File: config.mk
export PLATFORM = sky130hd
export DESIGN_NAME = sdram_status_uart
export DESIGN_NICKNAME = d
export VERILOG_FILES = /design/src/rtl/sdram_report_pkg.sv /design/src/rtl/uart_tx_byte.sv /design/src/rtl/sdram_status_uart.sv
export SDC_FILE = /design/constraint.sdc
export NUM_CORES = 1
export LEC_CHECK = 0
export CAP_MARGIN = 20
export CORE_UTILIZATION = 36
export DETAILED_ROUTE_END_ITERATION = 16
export GPL_ROUTABILITY_DRIVEN = 0
export SLEW_MARGIN = 30
export SYNTH_ARGS = -nofsm -noshare
export SYNTH_HDL_FRONTEND = slang
export SYNTH_SLANG_ARGS = --single-unit
File: constraint.sdc
create_clock -name clk -period 4.1 [get_ports clk]
set_clock_uncertainty 0.15 [all_clocks]
set_input_delay 1.025 -clock clk [delete_from_list [all_inputs] [get_ports clk]]
set_output_delay 1.025 -clock clk [all_outputs]
set_load 0.005 [all_outputs]
File: src/rtl/sdram_report_pkg.sv
// sdram_report_pkg: shared state encoding, message constants and hex helper for the status UART
package sdram_report_pkg;
  typedef enum logic [2:0] {IDLE, LOAD, START, DATA, STOP, FIN} state_t;
  localparam int MSG_LEN = 23;
  localparam logic [7:0] ASC_P  = 8'h50;
  localparam logic [7:0] ASC_E  = 8'h45;
  localparam logic [7:0] ASC_EQ = 8'h3D;
  localparam logic [7:0] ASC_SP = 8'h20;
  localparam logic [7:0] ASC_CR = 8'h0D;
  localparam logic [7:0] ASC_LF = 8'h0A;
  function automatic logic [7:0] hex_ascii(input logic [3:0] n);
    return (n < 4'd10) ? 8'h30 + {4'h0, n} : 8'h37 + {4'h0, n};
  endfunction
endpackage

File: src/rtl/uart_tx_byte.sv
// uart_tx_byte: 8N1 byte transmitter that can accept the next byte on the final stop-bit edge.
//  clk, reset : clock, asynchronous active-high reset
//  load       : take data when ready is high
//  data       : byte to send, LSB first
//  ready      : idle, or on the last cycle of a stop bit (allows gapless back-to-back bytes)
//  txd        : serial output, idle high
module uart_tx_byte
  import sdram_report_pkg::*;
#(
  parameter int CLKS_PER_BIT = 868
) (
  input  logic       clk,
  input  logic       reset,
  input  logic       load,
  input  logic [7:0] data,
  output logic       ready,
  output logic       txd
);
  localparam logic [15:0] RELOAD = 16'(CLKS_PER_BIT - 1);
  state_t      st, st_nx;
  logic [15:0] cnt;
  logic [2:0]  bitn;
  logic [7:0]  sh;
  logic        tick;
  assign tick  = cnt == 16'd0;
  assign ready = st == IDLE || (st == STOP && tick);
  always_ff @(posedge clk or posedge reset) begin
    if (reset) st <= IDLE;
    else st <= st_nx;
  end
  always_comb begin
    st_nx = st;
    if (load && ready) st_nx = START;
    else if (tick)
      st_nx = st == START ? DATA :
              st == DATA  ? (bitn == 3'd7 ? STOP : DATA) :
              st == STOP  ? IDLE : st;
  end
  always_comb txd = st == START ? 1'b0 : st == DATA ? sh[0] : 1'b1;
  always_ff @(posedge clk or posedge reset) begin
    if (reset) begin
      cnt  <= 16'd0;
      bitn <= 3'd0;
      sh   <= 8'd0;
    end else if (load && ready) begin
      cnt  <= RELOAD;
      bitn <= 3'd0;
      sh   <= data;
    end else if (st != IDLE) begin
      cnt <= tick ? (st == STOP ? 16'd0 : RELOAD) : cnt - 16'd1;
      if (tick && st == DATA) begin
        sh   <= sh >> 1;
        bitn <= bitn + 3'd1;
      end
    end
  end
endmodule

File: src/rtl/sdram_status_uart.sv
// sdram_status_uart: sends "P=hhhhhhhh E=hhhhhhhh\r\n" over 8N1 UART on each accepted report strobe.
//  clk, reset     : system clock, asynchronous active-high reset
//  report_strobe  : start a report (accepted only when idle); snapshots both counters
//  pass_count     : tester pass counter
//  error_count    : tester error counter
//  busy           : high from acceptance until the last stop bit completes
//  done           : one-cycle pulse after the last stop bit
//  txd            : UART serial output, idle high
module sdram_status_uart
  import sdram_report_pkg::*;
#(
  parameter int CLKS_PER_BIT = 868
) (
  input  logic        clk,
  input  logic        reset,
  input  logic        report_strobe,
  input  logic [31:0] pass_count,
  input  logic [31:0] error_count,
  output logic        busy,
  output logic        done,
  output logic        txd
);
  localparam logic [4:0] LAST_IDX = 5'(MSG_LEN - 1);
  state_t      st, st_nx;
  logic [4:0]  idx, off;
  logic [31:0] pass_snap, err_snap, word;
  logic [3:0]  nib;
  logic [7:0]  ch;
  logic        load, ready;
  always_ff @(posedge clk or posedge reset) begin
    if (reset) st <= IDLE;
    else st <= st_nx;
  end
  // DATA feeds characters as the transmitter frees up; STOP drains the final character.
  always_comb begin
    st_nx = st;
    st_nx = (st == IDLE && report_strobe)           ? LOAD :
            st == LOAD                              ? DATA :
            (st == DATA && ready && idx == LAST_IDX) ? STOP :
            (st == STOP && ready)                   ? FIN  :
            st == FIN                               ? IDLE : st;
  end
  always_comb begin
    busy = st == LOAD || st == DATA || st == STOP;
    done = st == FIN;
    load = st == DATA;
  end
  always_ff @(posedge clk or posedge reset) begin
    if (reset) begin
      idx       <= 5'd0;
      pass_snap <= 32'd0;
      err_snap  <= 32'd0;
    end else begin
      if (st == IDLE && report_strobe) begin
        pass_snap <= pass_count;
        err_snap  <= error_count;
      end
      if (st == LOAD) idx <= 5'd0;
      else if (st == DATA && ready) idx <= idx + 5'd1;
    end
  end
  // Nibble position counts down from 7 (MS nibble) at idx 2/13 to 0 at idx 9/20.
  always_comb begin
    word = idx < 5'd10 ? pass_snap : err_snap;
    off  = idx < 5'd10 ? 5'd9 - idx : 5'd20 - idx;
    nib  = word[{off[2:0], 2'b00} +: 4];
    ch   = idx == 5'd0                 ? ASC_P  :
           (idx == 5'd1 || idx == 5'd12) ? ASC_EQ :
           idx == 5'd10                ? ASC_SP :
           idx == 5'd11                ? ASC_E  :
           idx == 5'd21                ? ASC_CR :
           idx == 5'd22                ? ASC_LF : hex_ascii(nib);
  end
  uart_tx_byte #(.CLKS_PER_BIT(CLKS_PER_BIT)) u_tx (
    .clk  (clk),
    .reset(reset),
    .load (load),
    .data (ch),
    .ready(ready),
    .txd  (txd)
  );
endmodule

==> out/metrics.cfg, run 1 <==
[final_layout]
final_common_cell = dfrtp_1
instances_no_fill = 721
finalNetCount = 610
design_area_um2 = 6570
drive_gt1_share_pct = 22.3
final_cell_mix = 101 x dfrtp_1, 69 x clkdlybuf4s50_1, 66 x mux2_2, 40 x nand2_1, 32 x nor2_1
n_antenna_cell = 0
syn2layout_area_growth_pct = 23.7

[power_and_ir_drop]
power.leakage_nw = 2.70
irDropWorstVdd_mv = 0.262
total_power_w = 0.00299
power_density_nw_per_um2 = 455

[sta]
rsz0062_at_grt = false
setup_tns_ns = 0
final_hold_viol_count = 0
tightest_slew_ns = 0.777
fin_crit_sh_pct = 81.6
maxSlewViolCount = 0
min_period_ns = 3.35
setup_viol_count_final = 0
max_clock_freq_ghz = 0.299
relSlewSlack_pct = 48.0

[synth]
synth-compound-area-share_pct = 10.1
synth_xor_area_share_pct = 1.81
synthFlopType = dfrtp_1
async_reset_ff_share_pct = 100
syn_area_um2 = 5310
ys_seq_area_share_pct = 47.6
ys_types = 61
avgSynthCellArea_um2 = 11.4
synth_seq_cells = 101
synthAdderAreaFrac_pct = 2.59
synth_top_family_by_area = multiplexers
yosysWarnings = 0
synth-edff-count = 0
synth_nets = 544
synth-simple-area-share_pct = 13.5
muxShareOfSynthArea_pct = 21.6
syn_inst = 466

[floorplan]
core_um2 = 14500
die_h_um = 123
die-area_um2 = 15200
num_rows = 44
pin_count = 70
start_util_pct = 36.7
die_x_um = 123

[grt]
antenna_found_initial = 0
grt_max_degree = 65
grt_pass1_vias = 3838
grt-ovfl-total = 0
gr-usage-all-layers_pct = 17.0
grt_pass1_wl_um = 19700

[cts]
cts.reportedPaths.clkPinSlew_ns = 0.08
ctsResizeCount = 0
cts_buffer_depth = 2
cts_tree = built
post_cts_buffers = 0
cts_htree_levels = 3
holdBufCountCts = 0
clock_latency_ns = 0.35
numCtsBuffers = 9
cts_root_buf = clkbuf_16
clkSinkCount = 101

[placement]
place_area_um2 = 6230
io_buffers = 69
post-dp-hpwl_um = 8500
dp.cells = 705

[min_path]
min_path_type = reg -> reg
hp-start = err_snap[22]
hold_depth = 1
min_delay_worst_endpoint = err_snap[22]

[detailed_routing]
wl_per_cell_um = 16.6
routed_wl_um = 11900
first_pass_iters = 5
vias = 3855
drtIter0Drc = 219
ant_nets = 0
avgViaCountPerCell = 5.35
drc = 0

[setup_path]
crit_arrival_ns = 3.43
start_kind = flop
critPathCaptureType = flop
r2r-start = idx[1]
cp_max_fo = 9
path_class = reg -> reg
regToRegEndpoint = u_tx.sh[6]
cp.required_ns = 4.19
rr_worst_depth = 14
rrSetupSlack_ns = 0.75

[outcome]
outcome = finished clean

[flow_run]
cap_viol_max_count = 0

==> worst max-delay path by stage <==
stage,from,end,slack (ns),depth (start not counted)
after floorplan,reset,err_snap[0],0.28,1
after global placement,idx[1],u_tx.sh[6],0.79,11
after CTS,idx[1],u_tx.sh[2],0.46,10
after global routing,idx[1],u_tx.sh[6],0.46,14
after detailed placement,idx[1],u_tx.sh[2],0.57,10
final,idx[1],u_tx.sh[6],0.75,14
==> cells in the mapped netlist (5+ instances only) <==
library cell | count | area share (%)
mux2_2 | 66 | 14
xor2_1 | 5 | 0.82
dfrtp_1 | 101 | 48
nor2b_1 | 5 | 0.59
nand3_1 | 10 | 0.94
ha_1 | 11 | 2.6
nor4_1 | 6 | 0.71
inv_1 | 11 | 0.78
mux4_2 | 14 | 5.9
o21ai_1 | 7 | 0.66
buf_2 | 5 | 0.47
nor3_1 | 8 | 0.75
nor2_1 | 33 | 2.3
nand2_1 | 40 | 2.8
mux2i_1 | 9 | 1.7
a21oi_1 | 26 | 2.4
clkbuf_1 | 18 | 1.3
xnor2_1 | 6 | 0.99
o21ai_0 | 16 | 1.5
a22oi_1 | 5 | 0.71
==> area by class of cell <==
cell class | instances | area, um^2
Multi-Input combinational cell | 329 | 2650
Sequential cell | 101 | 2530
Timing Repair Buffer | 79 | 778
Fill cell | 1328 | 7910
Clock inverter | 7 | 116
Clock buffer | 9 | 225
Tap cell | 184 | 230
Inverter | 12 | 47.5
==> flip-flops by register name, indices dropped and copies added, names as in the netlist <==
| register | flops |
|---|---|
| err_snap | 32 |
| idx | 5 |
| u_tx.cnt | 16 |
| u_tx.st | 3 |
| st | 3 |
| u_tx.bitn | 3 |
| pass_snap | 32 |
| u_tx.sh | 7 |
==> where the power goes <==
part | total (W) | switching, W | internal (W)
Clock | 0.000972 | 0.000418 | 0.000554
Sequential | 0.00130 | 0.000146 | 0.00116
Combinational | 0.000715 | 0.000339 | 0.000376
Total | 0.00299 | 0.000903 | 0.00209
==> kinds of logic (layout without fill, tap and decap cells) <==
logic type,Yosys count,after routing
compound gates,84,84
xor+xnor,11,11
fa+ha+maj,11,11
buf+inv,36,107
flops,101,101
mux,89,89
simple gates,134,134
==> layer usage <==
| metal | global-route usage (%) | part of all wire (%) | vias to the layer above |
|---|---|---|---|
| li1 | - | - | 1836 |
| met4 | 4.67 | 0.97 | 0 |
| met2 | 26.9 | 48 | 84 |
| met5 | 0 | 0 | - |
| met3 | 5.49 | 5.3 | 10 |
| met1 | 22.2 | 45 | 1925 |
==> worst max-delay path, cell delays in order, from the launching register on <==
cell,delay [ns]
dfrtp_1,0.51
inv_1,0.17
ha_1,0.22
nor2b_1,0.26
or2_1,0.25
o21a_1,0.20
mux4_2,0.33
nand3_1,0.10
o311ai_1,0.10
buf_4,0.19
inv_1,0.06
ha_1,0.16
inv_1,0.05
a2111oi_0,0.39
nor2_1,0.09
==> metrics by stage <==
step / hold WS (ns) / utilization (%) / worst slack, ns
after CTS: 0.351 / 45.4 / 0.464
final: 0.355 / 45.4 / 0.755
after global placement: 0.336 / 43.0 / 0.786
after detailed placement: 0.340 / 43.0 / 0.575
after global routing: 0.378 / 45.4 / 0.461
after floorplan: 0.302 / - / 0.278
Power figures use the tool's default switching activity.
==> inputs of run 2 (changes only) <==
clock period = 2.7 ns   (was 4.1 ns; I/O delays follow)
==> out/metrics.cfg, run 2 (synthesized netlist as in run 1, its figures left out) <==
[min_path]
hold_depth = 1  ; unchanged
min_path_type = reg -> reg
hp-start = pass_snap[8]
min_delay_worst_endpoint = pass_snap[8]

[setup_path]
slowest_delay_ns = 0.51  ; about the same
cp_max_fo = 3  ; -6
crit_chain = inv_1 -> ha_2 -> or3b_4 -> nor4_4 -> a21bo_4 -> nand3_4 -> nor4b_4 -> or4b_4 -> nand3_2
rr_worst_depth = 9  ; -5
rrSetupSlack_ns = -0.05  ; -0.80 ns
start_kind = flop
path_class = reg -> reg
r2r-start = u_tx.cnt[0]
slowest_stage = or4b_4
regToRegEndpoint = u_tx.sh[0]
crit_arrival_ns = 2.89  ; -0.54 ns
critPathCaptureType = flop
cp.required_ns = 2.85  ; -1.34 ns

[final_layout]
fillers = 1318  ; -0.75%
drive_gt1_share_pct = 32.9  ; +11 points
design_area_um2 = 7070  ; +7.6%
largest_registers = err_snap (32), pass_snap (32), u_tx.cnt (16)
syn2layout_area_growth_pct = 33.0
final_cell_mix = 99 x dfrtp_1, 69 x clkdlybuf4s50_1, 66 x mux2_2, 47 x buf_4, 39 x nand2_1
finalNetCount = 651  ; +6.7%
ff_latch_area_um2 = 2530  ; about the same
instances_no_fill = 762  ; +5.7%
final_common_cell = dfrtp_1
n_antenna_cell = 0  ; unchanged
multiInputGateArea_um2 = 2830  ; +7.0%

[detailed_routing]
first_pass_iters = 4  ; -1
drtIter0Drc = 200  ; -8.7%
avgViaCountPerCell = 5.25  ; -1.9%
ant_nets = 0  ; unchanged
wl_per_cell_um = 16.8  ; +1.2%
vias = 3998  ; +3.7%
routed_wl_um = 12800  ; +7.0%
drc = 0  ; unchanged

[floorplan]
num_rows = 44  ; unchanged
start_util_pct = 36.7  ; unchanged
die_h_um = 123  ; unchanged
pin_count = 70  ; unchanged
die-area_um2 = 15200  ; unchanged
die_x_um = 123  ; unchanged
core_um2 = 14500  ; unchanged

[cts]
cts_root_buf = clkbuf_16
cts_tree = built
clock_latency_ns = 0.35  ; about the same
cts_htree_levels = 3  ; unchanged
cts_buffer_depth = 2  ; unchanged
clkSinkCount = 101  ; unchanged
cts.reportedPaths.clkPinSlew_ns = 0.07  ; about the same
holdBufCountCts = 0  ; unchanged
numCtsBuffers = 9  ; unchanged

[sta]
rsz0062_at_grt = true
maxSlewViolCount = 0  ; unchanged
relSlewSlack_pct = 49.8  ; +1.8 points
max_clock_freq_ghz = 0.364  ; +22%
final_hold_viol_count = 0  ; unchanged
setup_viol_count_final = 1  ; +1
tightest_slew_ns = 0.748  ; -0.0297 ns
worst_slack_ns = -0.0453  ; -0.800 ns
setup_tns_ns = -0.0453  ; -0.0453 ns
whs_ns = 0.353  ; -0.00187 ns
min_period_ns = 2.75  ; -0.600 ns
fin_crit_sh_pct = 102  ; +20 points

[grt]
grt_use_met3_pct = 6.50  ; +1.0 points
top_usage_layer = met2
antenna_found_initial = 0  ; unchanged
met1_usage_pct = 22.4  ; +0.28 points
grt_util_met2_pct = 30.4  ; +3.5 points
grt_pass1_vias = 4135  ; +7.7%
grt_pass1_wl_um = 20900  ; +6.4%
grt-ovfl-total = 0  ; unchanged
grt_max_degree = 102  ; +57%
gr-usage-all-layers_pct = 18.2  ; +1.3 points

[placement]
post-dp-hpwl_um = 9200  ; +8.2%
io_buffers = 69  ; unchanged
dp.cells = 735  ; +4.3%
place_area_um2 = 6560  ; +5.4%

[power_and_ir_drop]
irDropWorstVdd_mv = 0.514  ; +96%
power_density_nw_per_um2 = 669  ; +47%
total_power_w = 0.00473  ; +58%
power.leakage_nw = 2.92  ; +8.4%

[outcome]
outcome = finished with violations
violations = negative setup slack

[flow_run]
cap_viol_max_count = 0  ; unchanged

run 2: stage by stage:
| stage | utilization (%) | setup slack [ns] |
|---|---|---|
| global route | 48.8 | -0.157 |
| detailed placement | 45.3 | -0.366 |
| floorplan | - | -0.0516 |
| finish | 48.8 | -0.0453 |
| global placement | 45.3 | -0.218 |
| CTS | 48.0 | 0.00623 |
run 2: worst max path at each step:
stage | startpoint | end | slack [ns]
after floorplan | idx[2] | u_tx.sh[2] | -0.05
after global routing | u_tx.cnt[0] | u_tx.sh[0] | -0.16
final | u_tx.cnt[0] | u_tx.sh[0] | -0.05
after global placement | idx[1] | u_tx.sh[6] | -0.22
after CTS | idx[1] | u_tx.sh[2] | 0.006
after detailed placement | idx[2] | u_tx.sh[6] | -0.37
run 2: final cells by class:
cell class / count / share of cell area, %
repair buffers: 120 / 15.7
inverters: 12 / 0.868
clock inverters: 5 / 0.938
well taps: 184 / 3.26
clock buffers: 11 / 3.43
multi-input cells: 329 / 40.0
flip-flops and latches: 101 / 35.8
run 2: where the power goes:
part / switching [W] / leakage, nW / internal (W)
logic: 0.000652 / 1.53 / 0.000770
registers: 0.000190 / 1.24 / 0.00176
clock network: 0.000603 / 0.149 / 0.000758
total: 0.00144 / 2.92 / 0.00329
run 2: per-layer routing:
metal / share of wire [%] / up-vias / wire length [um]
met5: 0 / - / 0
li1: - / 1908 / -
met1: 43 / 1992 / 5460
met4: 1.2 / 0 / 150
met2: 50 / 88 / 6420
met3: 5.8 / 10 / 743
run 2: critical path: cells and delay by family, from the launching register on:
family | cells | cell delay (ns)
adder cells (fa/ha/maj) | 1 | 0.18
flip-flops | 1 | 0.38
AO/OA/AOI/OAI | 1 | 0.20
AND/OR/NAND/NOR | 6 | 1.71
buffers and inverters | 1 | 0.07
run 2: what timing repair did:
action                                 CTS  global route
endpoints found under the hold margin    0             0
gates resized for setup                 13            15
setup buffers                            4             8
pin swaps                                9            11
setup endpoints to repair                8            13
==> inputs of run 3 (changes only) <==
CORE_UTILIZATION = 50   (was 36)
PLACE_DENSITY = 0.76   (was default)
==> out/metrics.cfg, run 3 (synthesized netlist as in run 1, its figures left out) <==
[floorplan]
die_h_um = 105  ; -15%
die_x_um = 105  ; -15%
start_util_pct = 51.5  ; +15 points
core_um2 = 10300  ; -29%
die-area_um2 = 11000  ; -28%
pin_count = 70  ; unchanged
num_rows = 37  ; -16%

[detailed_routing]
avgViaCountPerCell = 5.73  ; +9.2%
drtIter0Drc = 186  ; -7.0%
wl_per_cell_um = 17.2  ; +2.4%
ant_nets = 0  ; unchanged
routed_wl_um = 12200  ; -4.2%
vias = 4085  ; +2.2%
first_pass_iters = 5  ; +1
drc = 0  ; unchanged

[setup_path]
slowest_delay_ns = 0.45  ; -0.06 ns
cp.required_ns = 2.86  ; about the same
slowest_stage = dfrtp_1
critPathCaptureType = flop
cp_num_buf_inv = 2  ; +1
start_kind = flop
crit_chain = inv_6 -> ha_4 -> nor2b_4 -> or2_4 -> o21a_1 -> mux4_2 -> nand3_2 -> o311ai_4 -> inv_2 -> ha_4 -> a21oi_1 -> nand2_1 -> o221ai_1
path_class = reg -> reg
cp_max_fo = 4  ; +1
crit_arrival_ns = 2.88  ; about the same
crit_family = compound AO/OA/AOI/OAI gates
cpMostUsedCell = ha_4

[cts]
clkSinkCount = 101  ; unchanged
clock_latency_ns = 0.39  ; +0.04 ns
cts_htree_levels = 3  ; unchanged
cts_buffer_depth = 2  ; unchanged
numCtsBuffers = 9  ; unchanged
cts.reportedPaths.clkPinSlew_ns = 0.10  ; +0.03 ns
cts_root_buf = clkbuf_8
cts_tree = built

[grt]
gr-usage-all-layers_pct = 23.8  ; +5.5 points
grt-ovfl-total = 0  ; unchanged
antenna_found_initial = 0  ; unchanged
grt_pass1_wl_um = 20300  ; -2.7%
grt_pass1_vias = 4181  ; +1.1%
grt_max_degree = 65  ; -36%

[final_layout]
syn2layout_area_growth_pct = 30.6
finalNetCount = 650  ; -0.15%
final_common_cell = dfrtp_1
fillers = 753  ; -43%
n_antenna_cell = 0  ; unchanged
largest_registers = err_snap (32), pass_snap (32), u_tx.cnt (16)
design_area_um2 = 6940  ; -1.8%
final_cell_mix = 99 x dfrtp_1, 69 x clkdlybuf4s50_1, 66 x mux2_2, 44 x buf_4, 38 x nand2_1
drive_gt1_share_pct = 32.8  ; -0.12 points

[sta]
fin_crit_sh_pct = 101  ; -1.0 points
worst_slack_ns = -0.0180  ; +0.0273 ns
relSlewSlack_pct = 49.1  ; -0.66 points
tightest_slew_ns = 0.757  ; +0.00977 ns
whs_ns = 0.360  ; +0.00705 ns
rsz0062_at_grt = true
setup_tns_ns = -0.0180  ; +0.0273 ns
setup_viol_count_final = 1  ; unchanged
max_clock_freq_ghz = 0.368  ; +1.0%
final_hold_viol_count = 0  ; unchanged
min_period_ns = 2.72  ; -0.0273 ns
maxSlewViolCount = 0  ; unchanged

[min_path]
min_path_type = reg -> reg

[power_and_ir_drop]
clkPwrFrac_pct = 23.3  ; -5.5 points
pwr-share-seq_pct = 44.0  ; +2.8 points
switchingPower_w = 0.00143  ; -0.88%
power_density_nw_per_um2 = 636  ; -4.9%
comb_power_share_pct = 32.7  ; +2.6 points
total_power_w = 0.00441  ; -6.7%
power.leakage_nw = 2.89  ; -1.1%
swShare_pct = 32.5  ; +1.9 points
p_int_w = 0.00298  ; -9.2%
irDropWorstVdd_mv = 0.474  ; -7.9%

[placement]
post-dp-hpwl_um = 8640  ; -6.1%
io_buffers = 69  ; unchanged
place_ws_ns = -0.517  ; -0.151 ns
place_area_um2 = 6490  ; -1.1%

[outcome]
outcome = finished with violations
violations = negative setup slack

[flow_run]
cap_viol_max_count = 0  ; unchanged

==> run 3: cell types whose count changed in the layout (fill, tap and decap cells not counted), sizes merged <==
cell	change
buf	-1
clkbuf	-1
clkinv	+1
clkinvlp	-1
inv	+1
==> run 3: stage by stage <==
| stage | std cells | util (%) |
|---|---|---|
| 5_1_grt | 713 | 67.2 |
| 3_5_place_dp | 682 | 62.9 |
| 2_1_floorplan | 466 | - |
| 3_3_place_gp | 682 | 62.9 |
| 6_report | 713 | 67.2 |
| 4_1_cts | 704 | 65.8 |
==> run 3: worst reg2reg max path: cells and delay by family (launching register included) <==
kind | cells | cell delay (ns)
AOI/OAI and AO/OA | 4 | 0.66
adders and majority gates | 2 | 0.34
buffers and inverters | 2 | 0.17
DFF | 1 | 0.45
muxes | 1 | 0.33
and+or+nand+nor | 4 | 0.54
==> run 3: final timing paths <==
kind	startpoint	endpoint	slack, ns	cells past startpoint
min in group asynchronous	reset	u_tx.sh[0]	0.59	2
worst min register to register	u_tx.cnt[14]	u_tx.cnt[14]	0.36	1
worst max register to register	idx[2]	u_tx.sh[1]	-0.02	13
max in group asynchronous	reset	st[0]	1.26	3
worst max-delay path	idx[2]	u_tx.sh[1]	-0.02	13
worst min-delay path	u_tx.cnt[14]	u_tx.cnt[14]	0.36	1
==> run 3: layout make-up <==
cell class,count,area [um^2],area share (%)
multi-input cells,329,2850,41.0
flip-flops and latches,101,2530,36.5
clock buffers,10,128,1.84
inverters,12,61.3,0.884
repair buffers,119,1120,16.2
clock inverters,6,78.8,1.14
well taps,136,170,2.45
==> run 3: routing by layer <==
metal	wire (um)	up-vias	GRT usage [%]
li1	-	1905	-
met1	5240	2037	30.1
met2	6090	127	39.6
met3	705	16	6.67
met4	195	0	6.94
met5	0	-	0
==> run 3: power groups by stage <==
stage | sequential [W] | combinational (W) | clock [W]
4_1_cts | 0.00194 | 0.00135 | 0.00105
6_report | 0.00194 | 0.00145 | 0.00103
5_1_grt | 0.00198 | 0.00158 | 0.00111
2_1_floorplan | 0.00192 | 0.000897 | 0
3_3_place_gp | 0.00196 | 0.00126 | 0
3_5_place_dp | 0.00197 | 0.00130 | 0
==> run 3: timing repair <==
item,in CTS,in global routing
pin swaps,9,13
buffers inserted,6,9
hold buffers,0,0
gates resized for setup,14,14
setup endpoints to repair,7,9
